File: src/rtl/uart_frame_rx.sv
// UART frame receiver: sliding magic-header hunt, fixed-length payload, trailing CRC-16 check.
// Publishes the payload only on a good CRC; CRC and inter-byte timeout errors are counted.
module uart_frame_rx #(
  parameter int unsigned PAYLOAD_BYTES  = 4,
  parameter int unsigned MAGIC_BYTES    = 4,
  parameter logic [31:0] MAGIC          = 32'hDABBAD00,
  parameter logic [15:0] CRC_POLY       = 16'h1021,
  parameter logic [15:0] CRC_INIT       = 16'hFFFF,
  parameter int unsigned TIMEOUT_CYCLES = 4096
) (
  input  logic                       CLK,
  input  logic                       RST_N,
  input  logic                       rx_valid,
  input  logic [7:0]                 rx_byte,
  output logic [PAYLOAD_BYTES*8-1:0] payload,
  output logic                       frame_valid,
  output logic                       crc_error,
  output logic                       timeout_error,
  output logic                       busy,
  output logic [15:0]                frame_count,
  output logic [15:0]                error_count
);

  localparam int unsigned PW = PAYLOAD_BYTES * 8;
  localparam int unsigned HW = MAGIC_BYTES * 8;
  localparam int unsigned IW = (PAYLOAD_BYTES > 1) ? $clog2(PAYLOAD_BYTES) : 1;

  typedef enum logic [1:0] {HUNT, PAYLOAD, CRC_HI, CRC_LO} state_t;

  state_t          state_q, state_d;
  logic [HW-1:0]   hdr_q, hdr_d;
  logic [HW+7:0]   hdr_ext;
  logic [15:0]     crc_q, crc_d;
  logic [IW-1:0]   idx_q, idx_d;
  logic [15:0]     tmo_q, tmo_d;
  logic [7:0]      crc_hi_q, crc_hi_d;
  logic [PW-1:0]   buf_q, buf_d;
  logic [PW-1:0]   payload_q, payload_d;
  logic            frame_valid_q, frame_valid_d;
  logic            crc_error_q, crc_error_d;
  logic            timeout_error_q, timeout_error_d;
  logic            busy_q, busy_d;
  logic [15:0]     frame_count_q, frame_count_d;
  logic [15:0]     error_count_q, error_count_d;
  logic            expired;

  // One byte of MSB-first CRC, no reflection.
  function automatic logic [15:0] crc_step(input logic [15:0] c, input logic [7:0] d);
    logic [15:0] r;
    r = c ^ {d, 8'h00};
    for (int i = 0; i < 8; i++) begin
      r = r[15] ? ((r << 1) ^ CRC_POLY) : (r << 1);
    end
    return r;
  endfunction

  always_comb begin
    // NOTE: every variable gets a default before the case so no path infers a latch.
    state_d         = state_q;
    hdr_d           = hdr_q;
    crc_d           = crc_q;
    idx_d           = idx_q;
    tmo_d           = tmo_q;
    crc_hi_d        = crc_hi_q;
    buf_d           = buf_q;
    payload_d       = payload_q;
    frame_valid_d   = 1'b0;
    crc_error_d     = 1'b0;
    timeout_error_d = 1'b0;
    frame_count_d   = frame_count_q;
    error_count_d   = error_count_q;
    hdr_ext         = {hdr_q, rx_byte};
    expired         = (state_q != HUNT) && !rx_valid && (tmo_q == 16'(TIMEOUT_CYCLES - 1));

    if (state_q != HUNT) tmo_d = rx_valid ? 16'h0000 : tmo_q + 16'h0001;

    case (state_q)
      HUNT: if (rx_valid) begin
        hdr_d = hdr_ext[HW-1:0];
        if (hdr_ext[HW-1:0] == MAGIC[HW-1:0]) begin
          state_d = PAYLOAD;
          crc_d   = CRC_INIT;
          idx_d   = '0;
          tmo_d   = '0;
        end
      end
      PAYLOAD: if (rx_valid) begin
        buf_d[{idx_q, 3'b000} +: 8] = rx_byte;
        crc_d = crc_step(crc_q, rx_byte);
        if (idx_q == IW'(PAYLOAD_BYTES - 1)) state_d = CRC_HI;
        else                                 idx_d   = idx_q + 1'b1;
      end
      CRC_HI: if (rx_valid) begin
        crc_hi_d = rx_byte;
        state_d  = CRC_LO;
      end
      CRC_LO: if (rx_valid) begin
        if ({crc_hi_q, rx_byte} == crc_q) begin
          payload_d     = buf_q;
          frame_valid_d = 1'b1;
          if (frame_count_q != 16'hFFFF) frame_count_d = frame_count_q + 16'h0001;
        end else begin
          crc_error_d = 1'b1;
          if (error_count_q != 16'hFFFF) error_count_d = error_count_q + 16'h0001;
        end
        hdr_d   = '0;
        state_d = HUNT;
      end
      default: state_d = HUNT;
    endcase

    // Expiry only fires when no byte arrives, so it never collides with the CRC_LO pulses.
    if (expired) begin
      timeout_error_d = 1'b1;
      if (error_count_q != 16'hFFFF) error_count_d = error_count_q + 16'h0001;
      hdr_d   = '0;
      tmo_d   = '0;
      state_d = HUNT;
    end

    busy_d = (state_d != HUNT);
  end

  // NOTE: sequential state uses non-blocking assignments so all flops sample the same edge.
  always_ff @(posedge CLK) begin
    if (!RST_N) begin
      state_q         <= HUNT;
      hdr_q           <= '0;
      crc_q           <= CRC_INIT;
      idx_q           <= '0;
      tmo_q           <= '0;
      crc_hi_q        <= '0;
      payload_q       <= '0;
      frame_valid_q   <= 1'b0;
      crc_error_q     <= 1'b0;
      timeout_error_q <= 1'b0;
      busy_q          <= 1'b0;
      frame_count_q   <= '0;
      error_count_q   <= '0;
    end else begin
      state_q         <= state_d;
      hdr_q           <= hdr_d;
      crc_q           <= crc_d;
      idx_q           <= idx_d;
      tmo_q           <= tmo_d;
      crc_hi_q        <= crc_hi_d;
      payload_q       <= payload_d;
      frame_valid_q   <= frame_valid_d;
      crc_error_q     <= crc_error_d;
      timeout_error_q <= timeout_error_d;
      busy_q          <= busy_d;
      frame_count_q   <= frame_count_d;
      error_count_q   <= error_count_d;
    end
  end

  // NOTE: the working buffer has no reset; every slot is rewritten before it can reach payload.
  always_ff @(posedge CLK) begin
    buf_q <= buf_d;
  end

  assign payload       = payload_q;
  assign frame_valid   = frame_valid_q;
  assign crc_error     = crc_error_q;
  assign timeout_error = timeout_error_q;
  assign busy          = busy_q;
  assign frame_count   = frame_count_q;
  assign error_count   = error_count_q;

endmodule

File: config.mk
export PLATFORM = sky130hd
export DESIGN_NAME = uart_frame_rx
export DESIGN_NICKNAME = d
export VERILOG_FILES = /design/src/rtl/uart_frame_rx.sv
export SDC_FILE = /design/constraint.sdc
export NUM_CORES = 1
export LEC_CHECK = 0
export CAP_MARGIN = 20
export CORE_MARGIN = 2
export CORE_UTILIZATION = 27
export CTS_CLUSTER_SIZE = 14
export DETAILED_ROUTE_END_ITERATION = 6
export GPL_TIMING_DRIVEN = 0
export HOLD_SLACK_MARGIN = 0.02
export SLEW_MARGIN = 20
export SYNTH_ARGS = -nofsm -noshare
export SYNTH_HDL_FRONTEND = slang
export SYNTH_SLANG_ARGS = --single-unit
File: constraint.sdc
create_clock -name CLK -period 5.5 [get_ports CLK]
set_input_delay 0.825 -clock CLK [delete_from_list [all_inputs] [get_ports CLK]]
set_output_delay 0.825 -clock CLK [all_outputs]
set_load 0.1 [all_outputs]
==> results of run 1 <==
## power groups by stage
stage / combinational (uW) / clock, uW / sequential [uW]
final: 82.3 / 1110 / 1260
after global routing: 91.1 / 1190 / 1260
after CTS: 83.4 / 1140 / 1260
after detailed placement: 83.2 / 0 / 1290
after global placement: 82.4 / 0 / 1290
after floorplan: 56.2 / 0 / 1290
## per-stage QoR
step	hold slack (ns)	power, uW	utilization	area (um2)
after detailed placement	0.447	1370	0.317	8580
after CTS	0.456	2480	0.338	9120
after global routing	0.469	2540	0.338	9130
after floorplan	0.432	1340	-	7450
after global placement	0.444	1370	0.317	8580
final	0.452	2460	0.338	9130
## cell families after synthesis
group                    Yosys count  synth area share
AND/OR/NAND/NOR                  365             0.246
flip-flops                       168             0.494
AO/OA/AOI/OAI                    157             0.132
buffers and inverters             57            0.0332
XOR/XNOR                          48            0.0564
multiplexers                      17            0.0228
adder cells (fa/ha/maj)            9            0.0151
## state kept, by name, indices dropped and copies added (netlist names)
name	count
frame_valid	1
hdr_q	24
crc_error	1
state_q	2
crc_q	16
tmo_q	16
timeout_error	1
frame_count	16
idx_q	2
payload	32
busy	1
error_count	16
buf_q	32
crc_hi_q	8
## worst max path at each step
stage | startpoint | to | slack [ns] | depth (start not counted)
global placement | rx_valid | busy | 1.74 | 8
floorplan | frame_count[1] | frame_count[13] | 2.84 | 7
global route | rx_valid | busy | 1.96 | 8
finish | rx_valid | busy | 2.21 | 8
detailed placement | rx_valid | busy | 1.74 | 8
CTS | rx_valid | busy | 2.19 | 8
## per-layer routing
metal	vias to the layer above	wire length [um]	global-route usage
met5	-	0	0
met4	0	217	0.0368
met3	21	686	0.0342
met2	109	8660	0.214
met1	2958	8890	0.170
li1	3088	-	-
## tightest hold or removal path, stage by stage, from the launching register on
cell     delay (ns)
dfxtp_1        0.31
nand2_1        0.05
a21oi_1        0.05
## final cells by class
class | count | share of cell area
Sequential cell | 168 | 0.404
Multi-Input combinational cell | 596 | 0.386
Timing Repair Buffer | 70 | 0.0768
Clock buffer | 18 | 0.0470
Tap cell | 341 | 0.0467
Buffer | 50 | 0.0243
Clock inverter | 14 | 0.0125
Inverter | 7 | 0.00288
## layout by cell type, fill, tap and decap left out, types with 4 or more instances in the layout
| cell | n |
|---|---|
| a211oi_1 | 7 |
| a21oi_1 | 60 |
| a22oi_1 | 25 |
| a311oi_1 | 5 |
| a31oi_1 | 15 |
| and2_1 | 44 |
| and3_1 | 9 |
| buf_2 | 12 |
| clkbuf_1 | 33 |
| clkbuf_16 | 17 |
| clkdlybuf4s50_1 | 70 |
| clkinv_4 | 4 |
| dfxtp_1 | 136 |
| edfxtp_1 | 32 |
| ha_1 | 9 |
| inv_1 | 7 |
| inv_6 | 5 |
| mux2i_1 | 17 |
| nand2_1 | 118 |
| nand2b_1 | 9 |
| nand3_1 | 19 |
| nand4_1 | 17 |
| nor2_1 | 69 |
| nor3_1 | 28 |
| nor3b_1 | 5 |
| nor4_1 | 14 |
| o21ai_0 | 26 |
| or3_1 | 7 |
| or4_1 | 5 |
| xnor2_1 | 21 |
| xor2_1 | 27 |
==> metrics, run 1 <==
Critical Path RT=5.79 ns; Synth Net Count=841; die width=170 um; Logic pwr share=0.033; Lkg Pwr=0.00296 uW; DRT Pass-1 Iters=5; PortBufs=70; H-tree depth=4; Layout area overhead=22.5%; Data arrival, critical path=3.57 ns; clock buffer depth=2; clock group share of total power=0.454; sw frac=0.239; post-DP HPWL=13,100 um; filler instances=2,747; dpl cells=1,232; die area=28,900 um2; sequential fraction of the synthesis area=0.494; Mapped Area=7450 um2; Post-Route WL=18,500 um; DR vias=6,176; hold endpoint=payload[10]; Register-to-Register Setup Slack=2.61 ns; flops & latches, synth=168; CP Cell Sequence=clkdlybuf4s50_1 -> clkbuf_1 -> o21ba_2 -> clkbuf_1 -> nand3_1 -> nand2_1 -> clkbuf_1 -> nor3_1; Cells after Synth=821; DRC errors left=0; GRT Total Usage=0.131; largest stage delay on the critical path=0.46 ns; most frequent cell after synthesis=dfxtp_1; kind of start point of the critical path=primary input; antenna-violating nets left=0; Post-CTS Setup Inserts=0; initial antenna violation count=0; CTS Buf Count=17; FF/Latch Area=3680 um2; Flop pwr share=0.513; final-report max-slew violation count=0; worst hold start=payload[10]; area leader, netlist=dfxtp_1; largest net degree at the start of global routing=17; Async SR Flop Fraction=0; Worst Setup End Kind=flip-flop; final period demand of the worst path=3.29 ns; Worst-path clk slew=0.07 ns; area of the multi-input gates=3530 um2; Cell Pwr Density=269 nW/um2; Place WS=1.74 ns; Final #Nets=930; core area=27,000 um2; GPL Wtd Cong=0.853; Final Worst Setup Slack=2.21 ns; Critical Path Fanout Max=10; via density per instance=4.89; Worst Clk Skew=0.0127 ns; Initial DRC Count=456; Wirelength per Cell=14.6 um; Resized Gates After CTS=0; Worst R2R Start=tmo_q[0]; worst vdd ir=0.000207 V; first-pass GRT wire length=30,000 um; vias in the first global route=5,876; CTS tree=done; RSZ-0062 raised after global routing=false; Congestion Overflow GR=0; Antenna Cells=0; CTS Sinks=168; setup TNS=0 ns; area fraction of the dominant cell type after synthesis=0.365; syn_area_per_cell=9.08 um2; fin cells=1,264; Crit Path Category=primary input to flip-flop; number of flops mapped to enable cells by yosys=32; Pint=1870 uW; Hold Violations, Final=0; max_slew headroom=0.325; FF-to-FF path depth=7; Hold WC Path Type=flip-flop to flip-flop; maxcap violations=0; slowest CP cell=clkdlybuf4s50_1; Clk Latency, worst-skew pair=0.43 ns; Setup violations, final=0; Synth area leaders=dfxtp_1 37%, edfxtp_1 13%, nand2_1 5.9%, a21oi_1 4.0%, and2_1 3.7%; hold path depth=2; fmax=304 MHz; CTS root buf=clkbuf_16; Die Span Y=170 um; status=finished, final reports clean; top cells by count, synth=136 x dfxtp_1, 118 x nand2_1, 69 x nor2_1, 60 x a21oi_1, 44 x and2_1; top_reg_cell synth=dfxtp_1; hold-fix buffers at CTS=0; Worst Tran Pin Value=1.01 ns; sw power=587 uW; most frequent CP cell=clkbuf_1; period utilization=0.598; Top delay family on crit path=buffers and inverters; Starting Density=0.276; IO Count=79; reg2reg end=busy; Synth warnings=0; fraction of layout cells with a size suffix above 1=0.0672; CP bufs+invs=4; Netlist cell types=58; row cnt=60
(Power assumes the default switching activity.)
==> run 2: changes to the inputs <==
Clock period 5.5 ns to 3.1 ns, I/O delays scaled along.
==> run 2 against run 1 <==
  * Via count shrank 0.11%
  * Clock power grew 78%
  * Global-route usage is the same
  * Die area is the same
  * Cell area is essentially flat
  * Combinational power grew 77%
  * Flip-flop and latch count is the same
  * Power grew 77%
  * Clock skew is essentially flat
  * Final cell count is the same
  * Worst hold slack is essentially flat
  * Non-clock buffer count is the same
==> metrics, run 2 (synthesis results as in run 1) <==
Resized Gates After CTS=0 (unchanged); DRC errors left=0 (unchanged); CTS Buf Count=17 (unchanged); maxcap violations=0 (unchanged); Setup violations, final=0 (unchanged); final period demand of the worst path=2.82 ns; sw power=1040 uW (was 587 uW); hold-fix buffers at CTS=0 (unchanged); H-tree depth=4 (unchanged); Layout area overhead=22.5% (about the same); die width=170 um (unchanged); final-report max-slew violation count=0 (unchanged); Clk Latency, worst-skew pair=0.43 ns (about the same); CTS Sinks=168 (unchanged); via density per instance=4.88 (was 4.89); die area=28,900 um2 (unchanged); Hold Violations, Final=0 (unchanged); core area=27,000 um2 (unchanged); clock group share of total power=0.454 (about the same); DR vias=6,169 (was 6,176); RSZ-0062 raised after global routing=false (unchanged); Flop pwr share=0.513 (about the same); Post-CTS Setup Inserts=0 (unchanged); worst vdd ir=0.000367 V (was 0.000207 V); fraction of layout cells with a size suffix above 1=0.0683 (was 0.0672); CTS root buf=clkbuf_16 (unchanged); Data arrival, critical path=3.13 ns (was 3.57 ns); clock buffer depth=2 (unchanged); PortBufs=70 (unchanged); kind of start point of the critical path=primary input (unchanged); DRT Pass-1 Iters=5 (unchanged); Worst R2R Start=tmo_q[0] (unchanged); row cnt=60 (unchanged); IO Count=79 (unchanged); status=finished, final reports clean (unchanged); most frequent cells in the layout=136 x dfxtp_1, 118 x nand2_1, 70 x clkdlybuf4s50_1 (unchanged); Antenna Cells=0 (unchanged); Initial DRC Count=456 (unchanged); period utilization=0.910; Pint=3320 uW (was 1870 uW); Cell Pwr Density=478 nW/um2 (was 269 nW/um2); GRT Total Usage=0.131 (unchanged); Congestion Overflow GR=0 (unchanged); max_slew headroom=0.325 (about the same); Lkg Pwr=0.00297 uW (was 0.00296 uW); initial antenna violation count=0 (unchanged); GPL Wtd Cong=0.853 (unchanged); FF/Latch Area=3680 um2 (unchanged); final core area utilization=0.338 (about the same); commonest non-fill, non-tap cell in the layout=dfxtp_1 (unchanged); Critical Path RT=3.41 ns (was 5.79 ns); largest net degree at the start of global routing=17 (unchanged); Worst Tran Pin Value=1.01 ns (about the same); CTS tree=done (unchanged); Hold WC Path Type=flip-flop to flip-flop (unchanged); first-pass GRT wire length=30,000 um (unchanged); Crit Path Category=primary input to flip-flop (unchanged); sw frac=0.239 (about the same); Worst-path clk slew=0.07 ns (about the same); fin cells=1,264 (unchanged); Worst Clk Skew=0.0127 ns (about the same); Fin Hold WS=0.452 ns (about the same); Wirelength per Cell=14.6 um (about the same); Worst Setup End Kind=flip-flop (unchanged); Final #Nets=930 (unchanged); vias in the first global route=5,876 (unchanged); antenna-violating nets left=0 (unchanged); Critical Path Fanout Max=10 (unchanged); Die Span Y=170 um (unchanged); crit path from=rx_valid (unchanged); dpl cells=1,232 (unchanged); Post-Route WL=18,400 um (was 18,500 um); Starting Density=0.276 (unchanged); Logic pwr share=0.034 (was 0.033); post-DP HPWL=13,100 um (unchanged); worst hold start=payload[10] (unchanged); area of the multi-input gates=3530 um2 (unchanged); filler instances=2,746 (was 2,747); fmax=355 MHz
==> run 2: cell counts in the layout (fill, tap and decap cells not counted) <==
Identical to the previous run, type by type.
==> run 2: final timing paths <==
| path | end | cells past startpoint | slack [ns] |
|---|---|---|---|
| hold / removal | payload[10] | 2 | 0.45 |
| hold reg to reg | payload[10] | 2 | 0.45 |
| setup reg to reg | hdr_q[8] | 7 | 0.32 |
| setup / recovery | hdr_q[8] | 8 | 0.28 |
==> run 2: routing by layer <==
metal,global-route usage,share of wire,vias up
met5,0,0,-
met4,0.0368,0.012,0
met3,0.0342,0.037,21
met2,0.214,0.47,109
met1,0.170,0.48,2950
li1,-,-,3089
==> run 2: worst max-delay path: stages <==
cell and delay, ns:
clkdlybuf4s50_1 0.46, clkbuf_1 0.25, o21ba_2 0.30, clkbuf_1 0.35, nand3_1 0.37, nand2_1 0.41, clkbuf_1 0.40, nor2_1 0.10
==> run 2: area by class of cell <==
class | instances | area share
inverter | 7 | 0.00288
sequential | 168 | 0.404
clock buffer | 18 | 0.0470
clock inverter | 14 | 0.0125
buffer | 50 | 0.0244
tap | 341 | 0.0467
multi-input combinational | 596 | 0.386
timing repair buffer | 70 | 0.0768
==> run 2: stage by stage <==
stage	cell area (um2)	power, uW	TNS, ns	setup WS [ns]
global placement	8580	2430	-5.32	-0.303
finish	9130	4360	0	0.279
detailed placement	8580	2430	-6.71	-0.300
floorplan	7450	2380	0	0.441
global route	9130	4510	0	0.0650
CTS	9120	4400	0	0.153
==> run 2: power by group through the flow <==
stage                     Combinational (uW)  Clock (uW)  Sequential, uW
final                                    146        1980            2240
after global routing                     162        2120            2240
after CTS                                148        2020            2240
after detailed placement                 148           0            2280
after global placement                   146           0            2280
after floorplan                         99.7           0            2280
